--- src/rtl/instruction_memory_loader_if.sv ---
// Instruction memory write port: one word per wr_en strobe at a byte address.
// The loader drives it (master); the instruction memory samples it (slave).
interface instruction_memory_loader_if #(
  parameter int unsigned NB_REG = 32
);
  logic [NB_REG-1:0] wr_data;
  logic [NB_REG-1:0] wr_addr;
  logic              wr_en;

  modport master (
    output wr_data,
    output wr_addr,
    output wr_en
  );

  modport slave (
    input wr_data,
    input wr_addr,
    input wr_en
  );
endinterface

--- src/rtl/instruction_memory_loader.sv ---
// Assembles MSB-first instruction words from a received byte stream and writes them to
// instruction memory from address 0, stalling the CPU until done. Checksum stage: LOADER_CHECKSUM_EN.
module instruction_memory_loader #(
  parameter int unsigned         NB_REG    = 32,
  parameter int unsigned         NB_BYTE   = 8,
  parameter int unsigned         N_ADDR    = 2048,
  parameter logic [NB_BYTE-1:0]  CMD_LOAD  = 8'h4C,
  parameter logic [NB_REG-1:0]   HALT_WORD = 32'hFFFFFFFF
) (
  input  logic                       i_clock,
  input  logic                       i_reset,
  input  logic [NB_BYTE-1:0]         i_byte,
  input  logic                       i_byte_valid,
  input  logic                       i_restart,
  instruction_memory_loader_if.master mem_wr,
  output logic                       o_loading,
  output logic                       o_cpu_valid,
  output logic                       o_overflow,
  output logic                       o_checksum_err
);

  localparam int unsigned BYTES_PER_WORD = NB_REG / NB_BYTE;
  localparam int unsigned BCW            = (BYTES_PER_WORD > 1) ? $clog2(BYTES_PER_WORD) : 1;
  localparam int unsigned WCW            = $clog2(N_ADDR + 1);
  localparam logic [BCW-1:0] LAST_BYTE   = BCW'(BYTES_PER_WORD - 1);
  localparam logic [WCW-1:0] FULL_CNT    = WCW'(N_ADDR);

`ifdef LOADER_CHECKSUM_EN
  typedef enum logic [1:0] {IDLE, LOAD, CHECK, DONE} state_t;
`else
  typedef enum logic [1:0] {IDLE, LOAD, DONE} state_t;
`endif

  state_t              state_q, state_n;
  logic [NB_REG-1:0]   word_q, word_n;
  logic [BCW-1:0]      byte_cnt_q, byte_cnt_n;
  logic [WCW-1:0]      word_cnt_q, word_cnt_n;
  logic                wr_en_q, wr_en_n;
  logic [NB_REG-1:0]   wr_data_q, wr_data_n;
  logic [NB_REG-1:0]   wr_addr_q, wr_addr_n;
  logic                loading_q, loading_n;
  logic                cpu_valid_q, cpu_valid_n;
  logic                overflow_q, overflow_n;
  logic                halt_written;
  logic                mem_full;

`ifdef LOADER_CHECKSUM_EN
  logic [NB_BYTE-1:0]  csum_q, csum_n;
  logic                csum_err_q, csum_err_n;
`endif

  // The write issued last cycle decides whether loading ends; word_cnt already counts it.
  assign halt_written = wr_en_q && (wr_data_q == HALT_WORD);
  assign mem_full     = wr_en_q && !halt_written && (word_cnt_q == FULL_CNT);

  always_comb begin
    state_n    = state_q;
    word_n     = word_q;
    byte_cnt_n = byte_cnt_q;
    word_cnt_n = word_cnt_q;
    wr_en_n    = 1'b0;
    wr_data_n  = wr_data_q;
    wr_addr_n  = wr_addr_q;
    overflow_n = overflow_q;
`ifdef LOADER_CHECKSUM_EN
    csum_n     = csum_q;
    csum_err_n = csum_err_q;
`endif

    if (i_restart) begin
      // Restart outranks a same-cycle byte, so a partial or just-completed word is never written.
      state_n    = IDLE;
      word_n     = '0;
      byte_cnt_n = '0;
      overflow_n = 1'b0;
`ifdef LOADER_CHECKSUM_EN
      csum_err_n = 1'b0;
`endif
    end else begin
      unique case (state_q)
        IDLE: begin
          if (i_byte_valid && (i_byte == CMD_LOAD)) begin
            state_n    = LOAD;
            word_n     = '0;
            byte_cnt_n = '0;
            word_cnt_n = '0;
`ifdef LOADER_CHECKSUM_EN
            csum_n     = '0;
`endif
          end
        end

        LOAD: begin
          if (halt_written) begin
`ifdef LOADER_CHECKSUM_EN
            // A byte arriving alongside the halt write is already the checksum byte.
            if (i_byte_valid) begin
              csum_err_n = (i_byte != csum_q);
              state_n    = DONE;
            end else begin
              state_n    = CHECK;
            end
`else
            state_n = DONE;
`endif
          end else if (mem_full) begin
            state_n    = DONE;
            overflow_n = 1'b1;
          end else if (i_byte_valid) begin
            word_n = {word_q[NB_REG-NB_BYTE-1:0], i_byte};
`ifdef LOADER_CHECKSUM_EN
            csum_n = csum_q ^ i_byte;
`endif
            if (byte_cnt_q == LAST_BYTE) begin
              byte_cnt_n = '0;
              wr_en_n    = 1'b1;
              wr_data_n  = word_n;
              wr_addr_n  = NB_REG'(word_cnt_q) << 2;
              word_cnt_n = word_cnt_q + WCW'(1);
            end else begin
              byte_cnt_n = byte_cnt_q + BCW'(1);
            end
          end
        end

`ifdef LOADER_CHECKSUM_EN
        CHECK: begin
          if (i_byte_valid) begin
            csum_err_n = (i_byte != csum_q);
            state_n    = DONE;
          end
        end
`endif

        DONE: begin
          state_n = DONE;
        end

        default: begin
          state_n = IDLE;
        end
      endcase
    end

    cpu_valid_n = (state_n == DONE);
`ifdef LOADER_CHECKSUM_EN
    loading_n   = (state_n == LOAD) || (state_n == CHECK);
`else
    loading_n   = (state_n == LOAD);
`endif
  end

  always_ff @(posedge i_clock) begin
    if (!i_reset) begin
      state_q     <= IDLE;
      word_q      <= '0;
      byte_cnt_q  <= '0;
      word_cnt_q  <= '0;
      wr_en_q     <= 1'b0;
      wr_data_q   <= '0;
      wr_addr_q   <= '0;
      loading_q   <= 1'b0;
      cpu_valid_q <= 1'b0;
      overflow_q  <= 1'b0;
    end else begin
      state_q     <= state_n;
      word_q      <= word_n;
      byte_cnt_q  <= byte_cnt_n;
      word_cnt_q  <= word_cnt_n;
      wr_en_q     <= wr_en_n;
      wr_data_q   <= wr_data_n;
      wr_addr_q   <= wr_addr_n;
      loading_q   <= loading_n;
      cpu_valid_q <= cpu_valid_n;
      overflow_q  <= overflow_n;
    end
  end

`ifdef LOADER_CHECKSUM_EN
  always_ff @(posedge i_clock) begin
    if (!i_reset) begin
      csum_q     <= '0;
      csum_err_q <= 1'b0;
    end else begin
      csum_q     <= csum_n;
      csum_err_q <= csum_err_n;
    end
  end

  assign o_checksum_err = csum_err_q;
`else
  assign o_checksum_err = 1'b0;
`endif

  assign mem_wr.wr_en   = wr_en_q;
  assign mem_wr.wr_data = wr_data_q;
  assign mem_wr.wr_addr = wr_addr_q;
  assign o_loading      = loading_q;
  assign o_cpu_valid    = cpu_valid_q;
  assign o_overflow     = overflow_q;

endmodule
--- src/flat_wrapper.sv ---
// flat-port wrapper written by rule: the top's interface ports become plain ports
module instruction_memory_loader_flat 
#(
  parameter int unsigned         NB_REG    = 32,
  parameter int unsigned         NB_BYTE   = 8,
  parameter int unsigned         N_ADDR    = 2048,
  parameter logic [NB_BYTE-1:0]  CMD_LOAD  = 8'h4C,
  parameter logic [NB_REG-1:0]   HALT_WORD = 32'hFFFFFFFF
)
  (i_clock, i_reset, i_byte, i_byte_valid, i_restart, o_loading, o_cpu_valid, o_overflow, o_checksum_err, mem_wr_wr_data, mem_wr_wr_addr, mem_wr_wr_en);
  instruction_memory_loader_if #(.NB_REG(NB_REG)) mem_wr_i ();
  input  logic i_clock;
  input  logic i_reset;
  input  logic [NB_BYTE-1:0] i_byte;
  input  logic i_byte_valid;
  input  logic i_restart;
  output logic o_loading;
  output logic o_cpu_valid;
  output logic o_overflow;
  output logic o_checksum_err;
  output wire logic [$bits(mem_wr_i.wr_data)-1:0] mem_wr_wr_data;
  output wire logic [$bits(mem_wr_i.wr_addr)-1:0] mem_wr_wr_addr;
  output wire logic [$bits(mem_wr_i.wr_en)-1:0] mem_wr_wr_en;
  assign mem_wr_wr_data = mem_wr_i.wr_data;
  assign mem_wr_wr_addr = mem_wr_i.wr_addr;
  assign mem_wr_wr_en = mem_wr_i.wr_en;
  instruction_memory_loader #(.NB_REG(NB_REG), .NB_BYTE(NB_BYTE), .N_ADDR(N_ADDR), .CMD_LOAD(CMD_LOAD), .HALT_WORD(HALT_WORD)) u_core (.i_clock(i_clock), .i_reset(i_reset), .i_byte(i_byte), .i_byte_valid(i_byte_valid), .i_restart(i_restart), .mem_wr(mem_wr_i), .o_loading(o_loading), .o_cpu_valid(o_cpu_valid), .o_overflow(o_overflow), .o_checksum_err(o_checksum_err));
endmodule
--- config.mk ---
export PLATFORM = sky130hd
export DESIGN_NAME = instruction_memory_loader_flat
export DESIGN_NICKNAME = d
export VERILOG_FILES = /design/src/rtl/instruction_memory_loader_if.sv /design/src/rtl/instruction_memory_loader.sv /design/src/flat_wrapper.sv
export SDC_FILE = /design/constraint.sdc
export NUM_CORES = 1
export LEC_CHECK = 0
export BUFFER_PORTS_ARGS = -buffer_cell sky130_fd_sc_hd__buf_2
export CORE_MARGIN = 2
export CORE_UTILIZATION = 49
export CTS_CLUSTER_DIAMETER = 200
export CTS_CLUSTER_SIZE = 16
export DETAILED_ROUTE_END_ITERATION = 10
export MAX_ROUTING_LAYER = met4
export PLACE_DENSITY = 0.8
export RECOVER_POWER = 100
export SLEW_MARGIN = 20
export SYNTH_ARGS = -nofsm -noshare
export SYNTH_HDL_FRONTEND = slang
export SYNTH_SLANG_ARGS = --single-unit
export TNS_END_PERCENT = 50
--- constraint.sdc ---
create_clock -name i_clock -period 2 [get_ports i_clock]
set_input_delay 0 -clock i_clock [delete_from_list [all_inputs] [get_ports i_clock]]
set_output_delay 0 -clock i_clock [all_outputs]
set_load 0.02 [all_outputs]
==> summary.md <==
| Metric | Value |
|---|---|
| Outcome | `finished, violations left` |
| Failing checks | `negative setup slack` |
| Total number of vias | `3660` |
| I/O Buffers | `59` |
| I/O Pins | `81` |
| PD cells | `604 nW/µm²` |
| Synth Instances | `420` |
| Die Y-Extent | `92.7 µm` |
| Total grt overflow | `0` |
| Delay-heaviest family, CP | `simple AND/OR/NAND/NOR gates` |
| Number of flops mapped to enable cells by yosys | `0` |
| Maximum clock insertion buffer count | `2` |
| Max Fclk | `428 MHz` |
| Setup WS post-layout | `-339 ps` |
| Clock power frac | `40.6%` |
| Chip width | `92.7 µm` |
| Area Growth Syn to Fin | `34.7%` |
| Register Area | `1840 µm²` |
| Final hold viol count | `0` |
| Die area | `8590 µm²` |
| Worst hold stages | `3` |
| Crit-path max cell delay | `460 ps` |
| Cell area after synthesis | `3850 µm²` |
| Number of fill cells in the layout | `607` |
| DR DRC count | `0` |
| GRT Resource Usage Total | `24.7%` |
| Fraction of layout cells with a size suffix above 1 | `31.9%` |
| Detailed Place HPWL | `6.80 mm` |
| Netlist cell types | `45` |
| Ys async rst share | `0%` |
| Tcrit/Tclk final | `117%` |
| Multi-input gate area | `1950 µm²` |
| Worst EP required | `2260 ps` |
| Non-filler cells, final | `656` |
| First-pass GRT wire length | `16.4 mm` |
| Clock Sink Count | `88` |
| Crit path buf inv count | `2` |
| RSZ-0062 raised after global routing | `yes` |
| Slowest stage cell, crit path | `or4_4` |
| Cell mode on critical path | `buf_4` |
| Number of diodes | `0` |
| Synth Flop Type | `dfxtp_1` |
| CTS tree | `done` |
| DR vias/cell | `5.58` |
| WHS | `128 ps` |
| Initial Util | `50.1%` |
| Clock transition at path regs | `90 ps` |
| Post-layout minimum cycle time | `2340 ps` |
| Skew-Pair Late Insertion Delay | `360 ps` |
| Slew Limit Fails | `0` |
| Synth Warn # | `0` |
| Static Leak | `2.07 nW` |
| Crit path launch type | `flip-flop` |
| CTS H-tree lvls | `3` |
| #FFs+latches synth | `88` |
| Crit-path max FO | `6` |
| Core Region | `7690 µm²` |
| Global placement routability congestion | `0.900` |
| Clock Skew | `14.7 ps` |
| Critical path class | `reg2reg` |
| Largest net degree at the start of global routing | `60` |
| WL/cell | `16.3 µm` |
| VDD IR max | `0.000323 V` |
| DR pass1 iterations | `5` |
| R2R cell count | `8` |
| Critical Path Sink Type | `flip-flop` |
| NumNets Final | `564` |
| Commonest non-fill, non-tap cell in the layout | `nand2_1` |
| Worst slew margin | `62.8%` |
| Max Cap Viol | `0` |
| Min-Delay Path Class | `in2reg` |
| Critical path arrival | `2600 ps` |
| Number of global-route vias before repair | `3403` |
| Most frequent cells in the layout | `nand2_1 (93), buf_4 (70), dfxtp_1 (58), mux2i_1 (41), buf_2 (36)` |
| Share of the yosys chip area belonging to registers | `45.7%` |
| Placed cells | `619` |
| DRT Wirelength | `10.7 mm` |
| Register share of total power | `55.0%` |
| ANT nets after route | `0` |
| Initial drt markers | `208` |
| Comb pwr share | `4.4%` |
| Switching Fraction | `24.1%` |
| Tightest Pin Transition | `558 ps` |
| Antenna violations before repair | `0` |
| Switching pwr | `754 µW` |
| CP Cell Sequence | `nand4_1, buf_4, nor4_4, a21oi_2, a32o_2, or4_4, buf_4, mux2i_1` |
| Clock root buffer | `clkbuf_8` |
| Levels on crit path | `8` |
| Total CTS buffers | `9` |
| Final setup vio count | `85` |
| Internal power | `2.38 mW` |
| Placement Rows | `32` |
| Syn Area/Cell | `9.18 µm²` |
## layer usage
layer | global-route usage, % | up-vias | wire length (µm)
met4 | 8.70 | 0 | 203
met1 | 30.8 | 1750 | 4610
met2 | 40.9 | 158 | 5280
li1 | - | 1723 | -
met3 | 3.82 | 29 | 608
met5 | - | - | 0
## worst reg2reg max path, delay by kind of cell, from the launching register on
family / cells / cell delay [ps]
AND/OR/NAND/NOR: 3 / 960
buffers and inverters: 2 / 390
multiplexers: 1 / 110
AO/OA/AOI/OAI: 2 / 410
flip-flops: 1 / 360
## kinds of logic after synthesis
kind of cell | Yosys count | synth area share (%)
adder cells (fa/ha/maj) | 3 | 0.974
AO/OA/AOI/OAI | 59 | 11.6
multiplexers | 44 | 11.4
flip-flops | 88 | 45.7
AND/OR/NAND/NOR | 171 | 22.0
buffers and inverters | 54 | 8.21
other | 1 | 0.0973
## timing repair
item	in CTS	in global routing
pin swaps	5	25
setup buffers	4	4
endpoints found under the setup margin	83	85
hold buffers	9	0
hold endpoints to repair	13	0
cloned	2	2
gates resized for setup	13	12
## sequential cells by signal, summed over array words and instances, names as in the netlist
| signal | count |
|---|---|
| u_core.o_loading | 1 |
| u_core.state_q | 2 |
| u_core.word_q | 24 |
| u_core.word_cnt_q | 12 |
| u_core.o_overflow | 1 |
| u_core.mem_wr.wr_data | 32 |
| u_core.mem_wr.wr_addr | 12 |
| u_core.byte_cnt_q | 2 |
| u_core.mem_wr.wr_en | 1 |
| u_core.o_cpu_valid | 1 |
## cell usage after synthesis (4+ instances only)
library cell | count | area share (%)
nand3_1 | 10 | 1.3
buf_4 | 24 | 4.7
or3_1 | 4 | 0.65
nand2_1 | 93 | 9.1
nand3b_1 | 4 | 0.78
a21oi_1 | 8 | 1.0
inv_1 | 4 | 0.39
buf_2 | 7 | 0.91
nor2_1 | 11 | 1.1
o22ai_1 | 6 | 0.97
nand4_1 | 16 | 2.6
or4_1 | 5 | 0.97
mux2i_1 | 44 | 11
dfxtp_1 | 88 | 46
nor4_1 | 7 | 1.1
a22o_1 | 24 | 5.5
clkbuf_1 | 16 | 1.6
## cell type report
class,instances,share of cell area [%]
clock buffers,10,2.65
clock inverters,6,1.25
inverters,4,0.289
multi-input cells,299,37.6
flip-flops and latches,88,35.5
well taps,102,2.46
repair buffers,147,20.2
## power by group through the flow
stage / logic, mW / clock network [mW] / registers, mW
after floorplan: 0.113 / 0 / 1.77
after global placement: 0.120 / 0 / 1.77
after detailed placement: 0.121 / 0 / 1.77
after CTS: 0.134 / 1.28 / 1.73
after global routing: 0.149 / 1.35 / 1.73
final: 0.138 / 1.27 / 1.73
## final timing paths
path                        startpoint                        end  slack, ps
min                          i_restart       u_core.word_cnt_q[3]        130
min reg2reg          u_core.word_q[19]  u_core.mem_wr.wr_data[27]        460
max reg2reg  u_core.mem_wr.wr_data[30]  u_core.mem_wr.wr_addr[13]       -340
max          u_core.mem_wr.wr_data[30]  u_core.mem_wr.wr_addr[13]       -340
## metrics by stage
step	setup TNS, ps	setup slack [ps]	power, mW	instance area [µm²]	util, %
global placement	-17920	-259	1.89	4710	61.3
detailed placement	-20830	-293	1.89	4710	61.3
global route	-26290	-392	3.22	5190	67.5
finish	-22070	-339	3.13	5190	67.5
CTS	-9860	-175	3.14	5110	66.5
floorplan	-3140	-166	1.88	4040	-
Power figures use the tool's default switching activity.
